`config.mk`:
```
export PLATFORM = sky130hd
export DESIGN_NAME = qpimem_target
export DESIGN_NICKNAME = d
export VERILOG_FILES = /design/src/rtl/qpimem_target.sv
export SDC_FILE = /design/constraint.sdc
export NUM_CORES = 1
export LEC_CHECK = 0
export BUFFER_PORTS_ARGS = -buffer_cell sky130_fd_sc_hd__buf_2
export CAP_MARGIN = 20
export CORE_MARGIN = 2
export CORE_UTILIZATION = 53
export CTS_CLUSTER_DIAMETER = 120
export DETAILED_ROUTE_END_ITERATION = 10
export PLACE_DENSITY_LB_ADDON = 0.3
export SLEW_MARGIN = 5
export SYNTH_ARGS = -nofsm -noshare
export SYNTH_HDL_FRONTEND = slang
export SYNTH_SLANG_ARGS = --single-unit
```
`constraint.sdc`:
```
create_clock -name clk -period 1.9 [get_ports clk]
set_input_delay 0.19 -clock clk [delete_from_list [all_inputs] [get_ports clk]]
set_output_delay 0.19 -clock clk [all_outputs]
set_load 0.05 [all_outputs]
```
`src/rtl/qpimem_target.sv`:
```
// qpimem_target: QPI PSRAM target that behaves like an ly68l6400 at the bus pins.
//
// The QPI bus is oversampled on clk: spi_clk is treated as data and is never
// used as a clock. Quad read (READCMD) and quad write (WRITECMD) are served
// from a byte-wide synchronous memory port with a read latency of one clk.
//
// Ports:
//   clk        system clock, sole clock of the block (>= 8x spi_clk)
//   rst        synchronous reset, active-high
//   spi_clk    QPI bus clock from the initiator (sampled)
//   spi_ncs    chip select, active-low
//   spi_sin    bus nibble driven by the initiator
//   spi_sout   nibble driven by this block during the read data phase
//   spi_oe     output enable for spi_sout
//   mem_addr   backing memory byte address
//   mem_wdata  write byte
//   mem_we     one-cycle write strobe
//   mem_re     one-cycle read strobe
//   mem_rdata  read byte, valid exactly one clk after mem_re
//   busy       high while the synchronized chip select is low
//   bad_cmd    one-cycle pulse on an unrecognized opcode
module qpimem_target #(
  parameter logic [7:0] READCMD    = 8'hEB,
  parameter logic [7:0] WRITECMD   = 8'h38,
  parameter int         READDUMMY  = 7,
  parameter int         WRITEDUMMY = 0,
  parameter int         MEM_AW     = 17
) (
  input  logic              clk,
  input  logic              rst,
  input  logic              spi_clk,
  input  logic              spi_ncs,
  input  logic [3:0]        spi_sin,
  output logic [3:0]        spi_sout,
  output logic              spi_oe,
  output logic [MEM_AW-1:0] mem_addr,
  output logic [7:0]        mem_wdata,
  output logic              mem_we,
  output logic              mem_re,
  input  logic [7:0]        mem_rdata,
  output logic              busy,
  output logic              bad_cmd
);

  localparam logic [7:0] RD_DUMMY = 8'(READDUMMY);
  localparam logic [7:0] WR_DUMMY = 8'(WRITEDUMMY);

  typedef enum logic [2:0] {
    IDLE,
    CMD,
    ADDR,
    DUMMY,
    RDATA,
    WDATA,
    IGNORE
  } state_t;

  // ---------------------------------------------------------------------------
  // Bus synchronizers and edge detection. All three bus inputs see the same
  // two-flop delay so a nibble and the clock edge that qualifies it stay aligned.
  // ---------------------------------------------------------------------------
  logic       clk_meta, clk_s, clk_prev;
  logic       ncs_meta, ncs_s;
  logic [3:0] sin_meta, sin_s;
  logic       rise, fall;

  // NOTE: sequential state uses non-blocking assignments so every flop samples
  // pre-edge values; blocking here would turn the two-flop chain into one flop.
  always_ff @(posedge clk) begin
    if (rst) begin
      clk_meta <= 1'b0;
      clk_s    <= 1'b0;
      clk_prev <= 1'b0;
      ncs_meta <= 1'b1;
      ncs_s    <= 1'b1;
      sin_meta <= '0;
      sin_s    <= '0;
    end else begin
      clk_meta <= spi_clk;
      clk_s    <= clk_meta;
      clk_prev <= clk_s;
      ncs_meta <= spi_ncs;
      ncs_s    <= ncs_meta;
      sin_meta <= spi_sin;
      sin_s    <= sin_meta;
    end
  end

  assign rise = clk_s & ~clk_prev;
  assign fall = ~clk_s & clk_prev;
  assign busy = ~ncs_s;

  // ---------------------------------------------------------------------------
  // Protocol state
  // ---------------------------------------------------------------------------
  state_t            state_q, state_d;
  logic [7:0]        cnt_q, cnt_d;          // nibble / dummy counter
  logic [3:0]        op_hi_q, op_hi_d;      // opcode[7:4]
  logic              is_read_q, is_read_d;
  logic [MEM_AW-1:0] addr_q, addr_d;        // address shifter, then byte pointer
  logic [7:0]        prefetch_q, prefetch_d;
  logic              fetch_wait_q, fetch_wait_d;
  logic [3:0]        cur_lo_q, cur_lo_d;    // low nibble of the byte on the bus
  logic              lo_next_q, lo_next_d;
  logic [3:0]        wr_hi_q, wr_hi_d;
  logic              wr_lo_q, wr_lo_d;      // next write nibble is the low one
  logic [3:0]        sout_d;
  logic              oe_d, mem_we_d, mem_re_d, bad_cmd_d;
  logic [MEM_AW-1:0] mem_addr_d;
  logic [7:0]        mem_wdata_d;
  logic [7:0]        dummy_n;
  logic [MEM_AW-1:0] addr_full;
  logic [7:0]        opcode;

  assign dummy_n   = is_read_q ? RD_DUMMY : WR_DUMMY;
  // Shifting into an MEM_AW-wide register truncates the 24-bit bus address.
  assign addr_full = {addr_q[MEM_AW-5:0], sin_s};
  assign opcode    = {op_hi_q, sin_s};

  always_ff @(posedge clk) begin
    if (rst) begin
      state_q      <= IDLE;
      cnt_q        <= '0;
      op_hi_q      <= '0;
      is_read_q    <= 1'b0;
      addr_q       <= '0;
      prefetch_q   <= '0;
      fetch_wait_q <= 1'b0;
      cur_lo_q     <= '0;
      lo_next_q    <= 1'b0;
      wr_hi_q      <= '0;
      wr_lo_q      <= 1'b0;
      spi_sout     <= '0;
      spi_oe       <= 1'b0;
      mem_addr     <= '0;
      mem_wdata    <= '0;
      mem_we       <= 1'b0;
      mem_re       <= 1'b0;
      bad_cmd      <= 1'b0;
    end else begin
      state_q      <= state_d;
      cnt_q        <= cnt_d;
      op_hi_q      <= op_hi_d;
      is_read_q    <= is_read_d;
      addr_q       <= addr_d;
      prefetch_q   <= prefetch_d;
      fetch_wait_q <= fetch_wait_d;
      cur_lo_q     <= cur_lo_d;
      lo_next_q    <= lo_next_d;
      wr_hi_q      <= wr_hi_d;
      wr_lo_q      <= wr_lo_d;
      spi_sout     <= sout_d;
      spi_oe       <= oe_d;
      mem_addr     <= mem_addr_d;
      mem_wdata    <= mem_wdata_d;
      mem_we       <= mem_we_d;
      mem_re       <= mem_re_d;
      bad_cmd      <= bad_cmd_d;
    end
  end

  // NOTE: every signal written below gets a default before the case statement,
  // so no path leaves one unassigned and no latch is inferred.
  always_comb begin
    state_d     = state_q;
    cnt_d       = cnt_q;
    op_hi_d     = op_hi_q;
    is_read_d   = is_read_q;
    addr_d      = addr_q;
    cur_lo_d    = cur_lo_q;
    lo_next_d   = lo_next_q;
    wr_hi_d     = wr_hi_q;
    wr_lo_d     = wr_lo_q;
    sout_d      = spi_sout;
    oe_d        = spi_oe;
    mem_addr_d  = mem_addr;
    mem_wdata_d = mem_wdata;
    mem_we_d    = 1'b0;
    mem_re_d    = 1'b0;
    bad_cmd_d   = 1'b0;

    // Memory read data arrives one clk after mem_re; capture it the clk after.
    fetch_wait_d = mem_re;
    prefetch_d   = fetch_wait_q ? mem_rdata : prefetch_q;

    if (ncs_s) begin
      // Deselect wins over any edge seen in the same clk; a half-received
      // write byte is simply dropped.
      state_d = IDLE;
      cnt_d   = '0;
      oe_d    = 1'b0;
      sout_d  = '0;
    end else begin
      case (state_q)
        IDLE: begin
          state_d = CMD;
          cnt_d   = '0;
        end

        CMD: if (rise) begin
          op_hi_d = sin_s;
          cnt_d   = cnt_q + 8'd1;
          if (cnt_q == 8'd1) begin
            cnt_d = '0;
            if (opcode == READCMD || opcode == WRITECMD) begin
              is_read_d = (opcode == READCMD);
              state_d   = ADDR;
            end else begin
              bad_cmd_d = 1'b1;
              state_d   = IGNORE;
            end
          end
        end

        ADDR: if (rise) begin
          addr_d = addr_full;
          cnt_d  = cnt_q + 8'd1;
          if (cnt_q == 8'd5) begin
            cnt_d     = '0;
            wr_lo_d   = 1'b0;
            lo_next_d = 1'b0;
            if (is_read_q) begin
              // First byte is fetched during the dummy phase.
              mem_re_d   = 1'b1;
              mem_addr_d = addr_full;
            end
            if (dummy_n == 8'd0) state_d = is_read_q ? RDATA : WDATA;
            else                 state_d = DUMMY;
          end
        end

        DUMMY: if (rise) begin
          cnt_d = cnt_q + 8'd1;
          if (cnt_q + 8'd1 == dummy_n) begin
            cnt_d   = '0;
            state_d = is_read_q ? RDATA : WDATA;
          end
        end

        // Enters with spi_oe low; the first falling edge turns the bus around
        // and presents the prefetched high nibble.
        RDATA: if (fall) begin
          if (spi_oe && lo_next_q) begin
            sout_d    = cur_lo_q;
            lo_next_d = 1'b0;
          end else begin
            oe_d       = 1'b1;
            sout_d     = prefetch_q[7:4];
            cur_lo_d   = prefetch_q[3:0];
            lo_next_d  = 1'b1;
            mem_re_d   = 1'b1;
            mem_addr_d = addr_q + 1'b1;
            addr_d     = addr_q + 1'b1;
          end
        end

        WDATA: if (rise) begin
          if (!wr_lo_q) begin
            wr_hi_d = sin_s;
            wr_lo_d = 1'b1;
          end else begin
            mem_we_d    = 1'b1;
            mem_wdata_d = {wr_hi_q, sin_s};
            mem_addr_d  = addr_q;
            addr_d      = addr_q + 1'b1;
            wr_lo_d     = 1'b0;
          end
        end

        IGNORE: ;

        default: state_d = IDLE;
      endcase
    end
  end

endmodule

```
======== After elaboration in Yosys (flattened, before gate mapping) ========
Index checks and enable logic that the tools add are counted.
operators by class
  add/sub/neg operators ................... 2
  equality and inequality tests ........... 22
  $mul .................................... 0
  multiplexer cells ....................... 46
  magnitude comparators ................... 0
  div/mod/pow operators ................... 0
  bitwise gates (word level) .............. 12
  reduce and logical (&&, ||, !) cells .... 25
  shift operators ......................... 0
operator list
  operator               number
  $mux 17                10
  $pmux 17 s3            2
  $mux 8                 6
  $pmux 8 s4             1
  $mux 3                 9
  $ne 2x2->1 const B     11
  $add 17x1->17 const B  1
  $reduce_and 4->1       4
  $pmux 3 s5             1
  $reduce_and 5->1       3
  $reduce_and 7->1       2
  $mux 1                 13
  $not 1->1              10
  $eq 3x3->1 const B     3
  $reduce_and 9->1       1
  $add 8x1->8 const B    1
  $eq 8x1->1 const B     1
  $eq 8x3->1             1
  $eq 8x3->1 const B     1
  $eq 8x6->1 const B     1
  $eq 8x8->1 const B     1
  $logic_not 8->1        1
  $eq 3x2->1 const B     2
  $pmux 1 s2             3
  15 further kinds       18
storage, ports and cells
  memory bits (read-only) ................. 0
  latch bits .............................. 0
  register bits ........................... 98
  memories kept ........................... 0
  bits of input ports ..................... 16
  bits in writable memories ............... 0
  output and inout port bits .............. 34
  logic and storage cells ................. 132

======== Depth between registers and ports, before layout ========
  depth in word-level cells ............... 6
  depth in mapped cells ................... 9
  gate-level depth less buffers ........... 8

======== Least setup slack after synthesis ========
Ideal clock, no wire load.
  kind .................................... reg-to-reg
  start ................................... reg spi_oe
  end ..................................... reg addr_q[0]
  period minus slack after synthesis ...... 2090 ps
  required time ........................... 1772 ps
  setup slack ............................. -190 ps
  setup time .............................. 128 ps
  path buffers ............................ 1
  stages on the path, launching flop included .. 8
  arrival time ............................ 1962 ps
  cell sequence ........................... dfxtp_1 nand2_1 and4_1 o221ai_2 buf_2 o21ai_0 a221oi_1 nor2_1
between the ends
  cells in the longest elaborated chain, start to end .. 3
RTL lines
  item                               line  text
  from (decl)                        35    output logic spi_oe,
  from (signal assigned)             134   spi_oe <= 1'b0;
  from (signal assigned)             153   spi_oe <= oe_d;
  $logic_and 1x1->1                  243   if (spi_oe && lo_next_q) begin
  $ne 2x2->1 (no source line)        -
  $reduce_and 7->1 (no source line)  -
  to (signal assigned)               145   addr_q <= addr_d;
  to (decl)                          100   logic [MEM_AW-1:0] addr_q, addr_d;
No other way between the ends.
A chain may end at the register's enable or synchronous reset.

======== Worst setup path in the final report ========
  start ................................... reg cnt_q[1]
  end ..................................... reg cnt_q[0]
between the ends
  cells in the longest elaborated chain, start to end .. 5
  elaborated cells on any way between the ends .. 11
  classes of those cells .................. add/sub (1); eq/ne (3); mux (7)
RTL lines
  item                    line  text
  from (decl)             97    logic [7:0] cnt_q, cnt_d;
  from (signal assigned)  142   cnt_q <= cnt_d;
  $add 8x1->8             234   if (cnt_q + 8'd1 == dummy_n) begin
  $eq 8x3->1              234
  $mux 8                  234
  $mux 8                  232   DUMMY: if (rise) begin
  $pmux 8 s4 *            194   case (state_q)
Mark *: on every way between the ends. The rest lies on a longest branch, timed or not. The select of a mux whose other input is x is not followed.

==> results.sh <==
export IMPL_drv_cap=0
export IMPL_setup_viol=0
export IMPL_first_iter_violations=339
export IMPL_grt_setup_unrepaired="yes"
export IMPL_antenna_found_initial=0
export IMPL_cts_sinks=98
export IMPL_start_kind="flop"
export IMPL_fillers=756
export IMPL_critPathSlowestCell="a2111oi_4"
export IMPL_regArea_sq_um=1980
export IMPL_slew_viol_final=0
export IMPL_dp_hpwl_um=8200
export IMPL_vias=4645
export IMPL_synth_cell_type_count=66
export IMPL_viasPerCell=5.89
export IMPL_tightest_slew_ns=0.569
export IMPL_grt_start_max_net_pins=83
export IMPL_path_max_fanout=4
export IMPL_ys_seq_area_share_pct=39.5
export IMPL_syn_avg_cell_area_sq_um=8.31
export IMPL_synth_commonest_cells="98 x dfxtp_1, 72 x nor2_1, 67 x nand2_1, 36 x a21oi_1, 31 x o21ai_0"
export IMPL_status="complete, no violations"
export IMPL_multi_input_area_sq_um=2910
export IMPL_die_x_um=101
export IMPL_p_total_w=0.00353
export IMPL_num_rows=35
export IMPL_drive_gt1_share_pct=27.5
export IMPL_grt_pass1_vias=4332
export IMPL_clockRootBuffer="clkbuf_8"
export IMPL_routed_wl_um=11900
export IMPL_path_delay_family="compound AO/OA/AOI/OAI gates"
export IMPL_nets=691
export IMPL_clock_path_buffers=2
export IMPL_numCtsBuffers=9
export IMPL_synth_area_sq_um=4960
export IMPL_routabilityCongestion=0.870
export IMPL_syn_to_final_growth_pct=21.6
export IMPL_io_buffers=49
export IMPL_fmax_mhz=534
export IMPL_hold_viol=0
export IMPL_fp_coreArea_sq_um=9150
export IMPL_ys_flop_type="dfxtp_1"
export IMPL_timing_hold_ws_ns=0.0336
export IMPL_die_h_um=101
export IMPL_worstPathArrival_ns=2.14
export IMPL_ys_seq_elements=98
export IMPL_clock_latency_ns=0.37
export IMPL_power_density_nw_per_um2=584
export IMPL_detail_route_antenna_nets=0
export IMPL_avgRoutedWirePerCell_um=15.2
export IMPL_hp_class="in -> reg"
export IMPL_critPathKind="reg -> reg"
export IMPL_post_route_period_util_pct=98.5
export IMPL_cts_tree="done"
export IMPL_syn_inst=597
export IMPL_synth_area_leaders="dfxtp_1 40%, mux2i_1 6.1%, nor2_1 5.4%"
export IMPL_synth_async_reset_ratio_pct=0
export IMPL_crit_chain="inv_2, ha_2, nor3b_4, and2_4, buf_4, a2111oi_4, a211oi_2, a211oi_1"
export IMPL_grt_use_total_pct=23.9
export IMPL_synth_most_common_cell="dfxtp_1"
export IMPL_clk_pin_slew_ns=0.10
export IMPL_synth_edf_count=0
export IMPL_drcViolationCount=0
export IMPL_min_period_ns=1.87
export IMPL_yosysTopAreaCellShare_pct=39.5
export IMPL_io_pin_count=50
export IMPL_ir_drop_uv=512
export IMPL_grt_pass1_wl_um=19800
export IMPL_max_slew_margin_pct=61.7
export IMPL_h_tree_depth=3
export IMPL_p_leak_nw=2.23
export IMPL_max_stage_delay_ns=0.43
export IMPL_synth_fp_nets=616
export IMPL_firstDrtPassIters=5
export IMPL_start_util_pct=54.2
export IMPL_grt_overflow=0
export IMPL_worstPathRequired_ns=2.17
export IMPL_cp_end_kind="flop"
export IMPL_yosys_warnings=0
export IMPL_synth_top_area_cell="dfxtp_1"
export IMPL_dieArea_sq_um=10200
export IMPL_critPathBufInv=2
export IMPL_diodes=0
export IMPL_skew_ns=0.0170
-- through the flow --
stage | cells | cell area [sq um] | worst slack, ns | TNS [ns] | utilization [%]
2_1_floorplan | 597 | 4980 | 0.0256 | 0 | -
3_3_place_gp | 765 | 5600 | 0.0414 | 0 | 61.2
3_5_place_dp | 765 | 5600 | -0.0523 | -0.135 | 61.2
4_1_cts | 781 | 5820 | 0.00303 | 0 | 63.6
5_1_grt | 788 | 6030 | -0.0676 | -0.259 | 65.9
6_report | 788 | 6030 | 0.0289 | 0 | 65.9
-- sequential cells by signal, summed over array words and instances (netlist names), 3 cells and up --
signal,count
addr_q,17
mem_addr,17
cnt_q,8
mem_wdata,8
prefetch_q,8
cur_lo_q,4
op_hi_q,4
sin_meta,4
sin_s,4
spi_sout,4
wr_hi_q,4
state_q,3
-- timing repair --
action                                  CTS  global route
endpoints found under the setup margin    6            48
gates cloned                              0             0
hold buffers                              1             0
setup buffers                             0             7
hold endpoints to repair                  1             0
pin swaps                                 4            19
gates resized for setup                   4            37
-- placed cells by master, fill, tap and decap left out, drive strengths merged, types with 4 or more instances in the layout --
| cell | n |
|---|---|
| buf | 112 |
| dfxtp | 98 |
| nor2 | 73 |
| nand2 | 69 |
| a21oi | 38 |
| o21ai | 31 |
| mux2i | 30 |
| nand3 | 24 |
| nor3 | 19 |
| nor2b | 18 |
| xnor2 | 12 |
| clkbuf | 11 |
| inv | 11 |
| and3 | 9 |
| a311oi | 7 |
| nor4 | 7 |
| a211o | 6 |
| xor2 | 6 |
| a22oi | 6 |
| nand4 | 5 |
| a31oi | 5 |
| o31ai | 5 |
| or2 | 5 |
| a211oi | 5 |
| nand4b | 4 |
| and2 | 4 |
| or3 | 4 |
| o41ai | 4 |
| nor3b | 4 |
| a221oi | 4 |
-- power by group --
group | switching, W | internal, W | leakage, nW
Clock | 0.000771 | 0.000570 | 0.103
Sequential | 0.0000120 | 0.00206 | 0.796
Combinational | 0.0000677 | 0.0000417 | 1.33
Total | 0.000851 | 0.00267 | 2.23
-- path summary, 6_finish.rpt --
path | startpoint | cells past startpoint | end | slack, ns
max reg2reg | cnt_q[1] | 8 | cnt_q[0] | 0.03
min | spi_sin[1] | 2 | sin_meta[1] | 0.03
max | cnt_q[1] | 8 | cnt_q[0] | 0.03
min reg2reg | ncs_meta | 1 | ncs_s | 0.43
-- logic make-up after synthesis --
kind of cell,after synthesis,share of synthesized area (%)
compound gates,130,18.3
xor+xnor,18,3.18
fa+ha+maj,3,0.757
buf+inv,56,5.17
flops,98,39.5
mux,31,6.35
simple gates,261,26.7
-- metal layers --
layer	routed length (um)	track usage, %	vias to the layer above
met5	0	0	-
met4	240	7.17	0
met3	654	3.95	25
met2	5860	41.6	132
met1	5190	30.2	2217
li1	-	-	2271
-- layout make-up --
class / instances / area share (%)
multi-input combinational: 443 / 48.2
sequential: 98 / 32.7
timing repair buffer: 113 / 13.1
clock buffer: 11 / 2.51
tap: 111 / 2.30
clock inverter: 5 / 0.705
inverter: 7 / 0.436
Note: power is estimated with default switching activity, not from simulation.
